$ cat config.mk
export PLATFORM = sky130hd
export DESIGN_NAME = timebase_ticker
export DESIGN_NICKNAME = d
export VERILOG_FILES = /design/src/rtl/timebase_ticker.sv
export SDC_FILE = /design/constraint.sdc
export NUM_CORES = 1
export LEC_CHECK = 0
export BUFFER_PORTS_ARGS = -buffer_cell sky130_fd_sc_hd__buf_2
export CAP_MARGIN = 20
export CORE_ASPECT_RATIO = 0.5
export CORE_MARGIN = 3
export CORE_UTILIZATION = 29
export DETAILED_ROUTE_END_ITERATION = 16
export SYNTH_ARGS = -nofsm -noshare
export SYNTH_HDL_FRONTEND = slang
export SYNTH_SLANG_ARGS = --single-unit
export TNS_END_PERCENT = 5
$ cat constraint.sdc
create_clock -name clock -period 2.6 [get_ports clock]
set_clock_uncertainty 0.15 [all_clocks]
set_input_delay 0.39 -clock clock [delete_from_list [all_inputs] [get_ports clock]]
set_output_delay 0.39 -clock clock [all_outputs]
set_load 0.01 [all_outputs]
$ cat src/rtl/timebase_ticker.sv
//----------------------------------------------------------------------------
// Module      : timebase_ticker
// Description : Parametrised timebase generator. A prescaler divides the
//               input clock down to a base tick at TICKS_PER_SEC Hz. Two
//               cascaded modulo counters then produce second and minute
//               ticks. The in-second and in-minute counts are exposed.
//               'enable' pauses every counter without losing phase, and
//               'clear' restarts every counter synchronously.
// Revision    : 1.0 - initial release
//----------------------------------------------------------------------------
// Configuration macro:
//   TIMEBASE_MINUTE_EN  defined   -> sec_count counter and min_tick are built
//                       undefined -> minute stage removed; sec_count and
//                                    min_tick are tied to 0
//----------------------------------------------------------------------------
// Ports:
//   clock      in   1      system clock, rising edge
//   resetn     in   1      asynchronous active-low reset
//   enable     in   1      run when 1, hold (pause) when 0
//   clear      in   1      synchronous restart of all counters (beats enable)
//   tick       out  1      one-cycle pulse per base period
//   sec_tick   out  1      one-cycle pulse per second, coincident with tick
//   min_tick   out  1      one-cycle pulse per minute, coincident with sec_tick
//   sub_count  out  SUB_W  base ticks elapsed in the current second
//   sec_count  out  SEC_W  seconds elapsed in the current minute
//----------------------------------------------------------------------------
`default_nettype none

module timebase_ticker #(
    parameter int CLOCK_FREQUENCY = 50000000,
    parameter int TICKS_PER_SEC   = 10,
    parameter int SEC_PER_MIN     = 60,
    // Derived widths; not intended to be overridden
    parameter int DIV_W = ((CLOCK_FREQUENCY / TICKS_PER_SEC) > 1) ?
                          $clog2(CLOCK_FREQUENCY / TICKS_PER_SEC) : 1,
    parameter int SUB_W = (TICKS_PER_SEC > 1) ? $clog2(TICKS_PER_SEC) : 1,
    parameter int SEC_W = (SEC_PER_MIN > 1) ? $clog2(SEC_PER_MIN) : 1
) (
    input  logic             clock,
    input  logic             resetn,
    input  logic             enable,
    input  logic             clear,
    output logic             tick,
    output logic             sec_tick,
    output logic             min_tick,
    output logic [SUB_W-1:0] sub_count,
    output logic [SEC_W-1:0] sec_count
);

    localparam int DIV = CLOCK_FREQUENCY / TICKS_PER_SEC;

    localparam logic [DIV_W-1:0] C_DIV_RELOAD = DIV_W'(DIV - 1);
    localparam logic [SUB_W-1:0] C_SUB_LAST   = SUB_W'(TICKS_PER_SEC - 1);

    // Reject configurations that cannot produce an exact base rate.
    if ((CLOCK_FREQUENCY % TICKS_PER_SEC) != 0) begin : g_bad_ratio
        $error("timebase_ticker: CLOCK_FREQUENCY must be a multiple of TICKS_PER_SEC");
    end
    if (DIV < 1) begin : g_bad_div
        $error("timebase_ticker: CLOCK_FREQUENCY/TICKS_PER_SEC must be at least 1");
    end

    logic [DIV_W-1:0] r_div_cnt;
    logic [SUB_W-1:0] r_sub_cnt;
    logic             r_tick;
    logic             r_sec_tick;

    logic             w_base;      // prescaler at terminal count
    logic             w_sub_last;  // sub counter at its final value
    logic             w_sec_event; // a second boundary is taken on this edge

    assign w_base      = (r_div_cnt == '0);
    assign w_sub_last  = (r_sub_cnt == C_SUB_LAST);
    // clear discards a coincident terminal count, a paused edge takes nothing
    assign w_sec_event = !clear && enable && w_base && w_sub_last;

    //------------------------------------------------------------------------
    // Prescaler and sub-second counter
    //------------------------------------------------------------------------
    always_ff @(posedge clock or negedge resetn) begin
        if (!resetn) begin
            r_div_cnt  <= C_DIV_RELOAD;
            r_sub_cnt  <= '0;
            r_tick     <= 1'b0;
            r_sec_tick <= 1'b0;
        end else if (clear) begin
            r_div_cnt  <= C_DIV_RELOAD;
            r_sub_cnt  <= '0;
            r_tick     <= 1'b0;
            r_sec_tick <= 1'b0;
        end else if (enable) begin
            r_tick     <= w_base;
            r_sec_tick <= w_base && w_sub_last;
            if (w_base) begin
                r_div_cnt <= C_DIV_RELOAD;
                r_sub_cnt <= w_sub_last ? '0 : r_sub_cnt + 1'b1;
            end else begin
                r_div_cnt <= r_div_cnt - 1'b1;
            end
        end else begin
            // Paused: counts hold, so the pending period simply stretches.
            r_tick     <= 1'b0;
            r_sec_tick <= 1'b0;
        end
    end

    assign tick      = r_tick;
    assign sec_tick  = r_sec_tick;
    assign sub_count = r_sub_cnt;

    //------------------------------------------------------------------------
    // Minute stage
    //------------------------------------------------------------------------
`ifdef TIMEBASE_MINUTE_EN
    localparam logic [SEC_W-1:0] C_SEC_LAST = SEC_W'(SEC_PER_MIN - 1);

    logic [SEC_W-1:0] r_sec_cnt;
    logic             r_min_tick;
    logic             w_sec_last;

    assign w_sec_last = (r_sec_cnt == C_SEC_LAST);

    always_ff @(posedge clock or negedge resetn) begin
        if (!resetn) begin
            r_sec_cnt  <= '0;
            r_min_tick <= 1'b0;
        end else if (clear || !enable) begin
            // clear restarts the minute; a pause only drops the pulse
            if (clear) begin
                r_sec_cnt <= '0;
            end
            r_min_tick <= 1'b0;
        end else begin
            r_min_tick <= w_sec_event && w_sec_last;
            if (w_sec_event) begin
                r_sec_cnt <= w_sec_last ? '0 : r_sec_cnt + 1'b1;
            end
        end
    end

    assign sec_count = r_sec_cnt;
    assign min_tick  = r_min_tick;
`else
    logic w_unused_sec_event;
    assign w_unused_sec_event = w_sec_event;

    assign sec_count = '0;
    assign min_tick  = 1'b0;
`endif

endmodule

`default_nettype wire

# After elaboration in Yosys (flattened, before gate mapping)
# Cells that the tools add are included.
# classes
addsub	2
eq_ne	1
mux	11
n_reduce_logical	5
# op_table
op	count
$mux W23	3
$logic_not A23 Y1	1
$sub A23 B1 Y23 const B	1
$mux W4	4
$add A4 B1 Y4 const B	1
$eq A4 B4 Y1 const B	1
$mux W1	4
$reduce_bool A2 Y1	2
$reduce_and A2 Y1	1
$logic_and A1 B1 Y1	1
# totals
regBits	29
output_inout_bits	13
elab_cells	23

# Longest topological paths before layout
# depth
word_depth	5
depth_mapped	7
ltp_nobuf	6

# Worst setup path before layout
# No wires, ideal clock.
# synth_timing
kind	reg-to-reg
startpoint	register r_div_cnt[0]
endpoint	register r_div_cnt[11]
arrival_ps	1808
path_slack_ps	546
path_stages_with_launch	8
synth_period_minus_slack_ps	2054
cell_sequence	dfstp_2 inv_1 ha_1 and3b_1 and4_1 a21oi_1 clkbuf_1 nand3_1
# synth_between
elab_chain_len	4
elab_cells_between_ends	5
cone_classes	add/sub: 1; mux: 3; reduce/logical: 1
# synth_rtl
item	line_no	rtl
start, declared	63	logic [DIV_W-1:0] r_div_cnt;
start signal, assigned	98	r_div_cnt <= r_div_cnt - 1'b1;
$sub A23 B1 Y23 or $logic_not A23 Y1 (tied branches)	98, 72	
$mux W23 (*)	94	if (w_base) begin
$mux W23 (*)	91	end else if (enable) begin
$mux W23 (*)	86	end else if (clear) begin
# Every way passes the cells marked *; elsewhere a longest branch is shown, timed or not. The select of a mux whose other input is x is not followed.
# A chain may end at the register's enable or synchronous reset.

# Final worst setup path
# layout_timing
startpoint	register r_div_cnt[7]
endpoint	register r_div_cnt[20]
# The elaborated chain is that of the path after synthesis.

==> metrics.md <==
| Metric | Value |
|---|---|
| CTS tree | `yes` |
| Psw | `~0.20 mW` |
| Detailed placement HPWL | `approximately 2.3 mm` |
| Worst slew margin | `roughly 58%` |
| Core Region | `5160 sq um` |
| Worst EP arrival | `~2.2 ns` |
| Die Y | `a little under 60 microns` |
| Hold slack | `-0.0219 ns` |
| Largest net degree at the start of global routing | `30` |
| CP startpoint kind | `flip-flop` |
| TNS Setup | `0 ns` |
| Sw Ratio | `around 22%` |
| Final setup vio count | `0` |
| DIE AREA | `6590 sq um` |
| Max VDD drop | `between 200 and 300 uV` |
| Total Wirelength | `between 3 and 4 mm` |
| Share of layout cells above drive strength 1 | `between 20% and 30%` |
| Initial antenna violation count | `0` |
| Post-synthesis mux area share | `0%` |
| Post-synthesis xor/xnor area fraction | `4.85%` |
| Initial Utilization | `31.5%` |
| Number of flops mapped to enable cells by yosys | `0` |
| Yosys warnings | `0` |
| H-Tree Depth | `2` |
| Yosys reg bits | `29` |
| CTS Root Cell | `clkbuf_8` |
| Gpl congestion | `0.752` |
| Clk pwr share | `42.3%` |
| Total grt overflow | `0` |
| CP endpoint kind | `flip-flop` |
| Post CTS Setup Buffer Count | `0` |
| Post-route ant nets | `0` |
| Period minus WS final | `~2.2 ns` |
| Pin slew with the least headroom to its limit | `0.633 ns` |
| Initial DRT Pass Iterations | `4` |
| Worst-path clk slew | `~0.060 ns` |
| Maximum clock path buffer count | `2` |
| Max Fanout on Critical Path | `11` |
| Seq/Total Area, Yosys | `a little under half` |
| Cell area after synthesis | `approximately 1600 sq um` |
| GRT Resource Usage Total | `about 11%` |
| Status | `finished, violations left` |
| Remaining DRCs | `0` |
| Pint | `about 0.69 mW` |
| Final Max Tran Viols | `0` |
| Layout overhead on the synthesized area | `12.0%` |
| Final hold vios | `16` |
| Post-synthesis cell count | `169` |
| Fillers | `515` |
| Rows | `18` |
| Largest family of logic cells by synthesized area | `simple AND/OR/NAND/NOR gates` |
| Top Ports | `17` |
| Area share of the largest cell type after synthesis | `between 20% and 30%` |
| Sequential share of power | `52.5%` |
| Failing checks | `negative hold slack` |
| Comb power frac | `under 10%` |
| Synth top area cells | `dfrtp_1 25%, dfstp_2 21%, nand3_1 3.7%` |
| Final period utilization | `between 80 and 90%` |
| TritonCTS buffer count | `5` |
| Post-synth top area cell | `dfrtp_1` |
| DRC marker count from the first detailed-route iteration | `about 140` |
| FF/Latch Area | `742 sq um` |
| Post-CTS sizing | `0` |
| Pwr Total | `0.886 mW` |
| Die Span X | `approximately 110 microns` |
| Via-to-Cell Ratio | `approximately 5.1` |
| Vias in the first global route | `approximately 1,300` |
| Cts-stage hold buffer count | `0` |
| Hold crit path type | `primary input to asynchronous set/reset pin` |
| Cell leakage power | `0.703 nW` |
| CP required | `roughly 2.7 ns` |
| Setup CP Type | `flip-flop to flip-flop` |
| Clk Latency, worst-skew pair | `~0.28 ns` |
| DR vias | `around 1,300` |
| Async SR Flop Fraction | `100%` |
| Post-synth cell types | `40` |
| Fmax | `about 460 MHz` |
| WL/cell | `about 13 microns` |
| Power Density | `~490 nW/um^2` |
| Area of the multi-input gates | `802 sq um` |
| Synth Area in Simple Gates | `26.8%` |
| # clock sinks | `29` |
| Mapped Avg Cell Area | `around 9.6 sq um` |
| Leading cell types by count after synthesis | `16 x dfrtp_1, 16 x nor2_1, 13 x dfstp_2, 13 x nand2_1, 12 x nand3_1` |
| Port-buffer cells | `9` |
| Final nets | `~190` |
| Main flop type after synthesis | `dfrtp_1` |
| First-pass GRT wire length | `between 5 and 6 mm` |
| Max cap viols | `0` |
| Antenna Cells | `0` |
| Unrepaired setup endpoints after global routing | `false` |
| Adder and majority cell fraction of the synthesized area | `roughly 3%` |
| Compound-cell area share of the yosys netlist | `a little over an eighth` |
## layout make-up
| type | count | area share [%] |
|---|---|---|
| multi-input combinational | 128 | 44.1 |
| sequential | 29 | 40.8 |
| clock buffer | 8 | 4.95 |
| tap | 70 | 4.81 |
| timing repair buffer | 13 | 4.13 |
| inverter | 6 | 1.24 |
## power by group through the flow
stage | Sequential (mW) | Combinational [mW] | Clock [mW]
3_5_place_dp | 0.472 | 0.0475 | 0
2_1_floorplan | 0.471 | 0.0344 | 0
6_report | 0.465 | 0.0463 | 0.375
3_3_place_gp | 0.472 | 0.0459 | 0
4_1_cts | 0.465 | 0.0475 | 0.387
5_1_grt | 0.465 | 0.0528 | 0.418
## path summary, 6_finish.rpt
kind                       depth (start not counted)  slack [ns]          from       endpoint
hold / removal                                     1       -0.02        resetn       sec_tick
setup reg to reg                                   4        0.42  r_div_cnt[7]  r_div_cnt[20]
setup / recovery                                   4        0.42  r_div_cnt[7]  r_div_cnt[20]
hold reg to reg                                    2        0.35  r_div_cnt[3]   r_div_cnt[3]
min in group clock                                 3        0.30         clear  r_div_cnt[22]
max in group asynchronous                          1        1.90        resetn  r_div_cnt[10]
## layout by cell type, fill, tap and decap left out, types with 3 or more instances in the layout
cell / synthesis / final
nor2_1: 16 / 16
dfrtp_1: 16 / 16
nand2_1: 13 / 13
dfstp_2: 13 / 13
nand3_1: 12 / 12
buf_2: 1 / 9
a21oi_1: 8 / 8
o31ai_1: 8 / 8
conb_1: 1 / 7
inv_1: 6 / 6
or4_1: 6 / 6
o21ai_0: 6 / 6
clkbuf_8: 0 / 6
or3_1: 5 / 5
xor2_1: 5 / 5
nand4_1: 4 / 4
xnor2_1: 4 / 4
ha_1: 4 / 4
buf_4: 7 / 4
nor3_1: 3 / 3
## state kept, by name, indices dropped and copies added (netlist names)
| register | cells |
|---|---|
| r_div_cnt | 23 |
| tick | 1 |
| sec_tick | 1 |
| sub_count | 4 |
## critical path: stages, from the launching register on
cell     delay, ns
dfrtp_1       0.41
nor4_4        0.40
nand4_1       0.40
or4_1         0.61
a21oi_1       0.15
## per-stage QoR
step           std cells  hold slack [ns]  instance area (sq um)  setup slack, ns  util [%]
2_1_floorplan        175          -0.0556                   1650            0.546         -
3_3_place_gp         246            0.296                   1730            0.461      33.5
3_5_place_dp         246            0.305                   1730            0.436      33.5
4_1_cts              254          0.00325                   1820            0.433      35.3
5_1_grt              254           0.0189                   1820            0.304      35.3
6_report             254          -0.0219                   1820            0.424      35.3
## logic make-up (layout without fill, tap and decap cells)
| logic type | Yosys count | count (layout) |
|---|---|---|
| buf+inv | 18 | 27 |
| other cells | 1 | 7 |
| compound gates | 32 | 32 |
| xor+xnor | 9 | 9 |
| fa+ha+maj | 4 | 4 |
| flops | 29 | 29 |
| simple gates | 76 | 76 |
## routing by layer
metal / vias to the layer above / GRT usage [%] / wire [microns]
li1: 631 / - / -
met1: 626 / 14.5 / 1590
met2: 33 / 18.0 / 1500
met3: 5 / 2.16 / 117
met4: 0 / 4.68 / 59
met5: - / 0 / 0
Note: power is estimated with default switching activity, not from simulation.
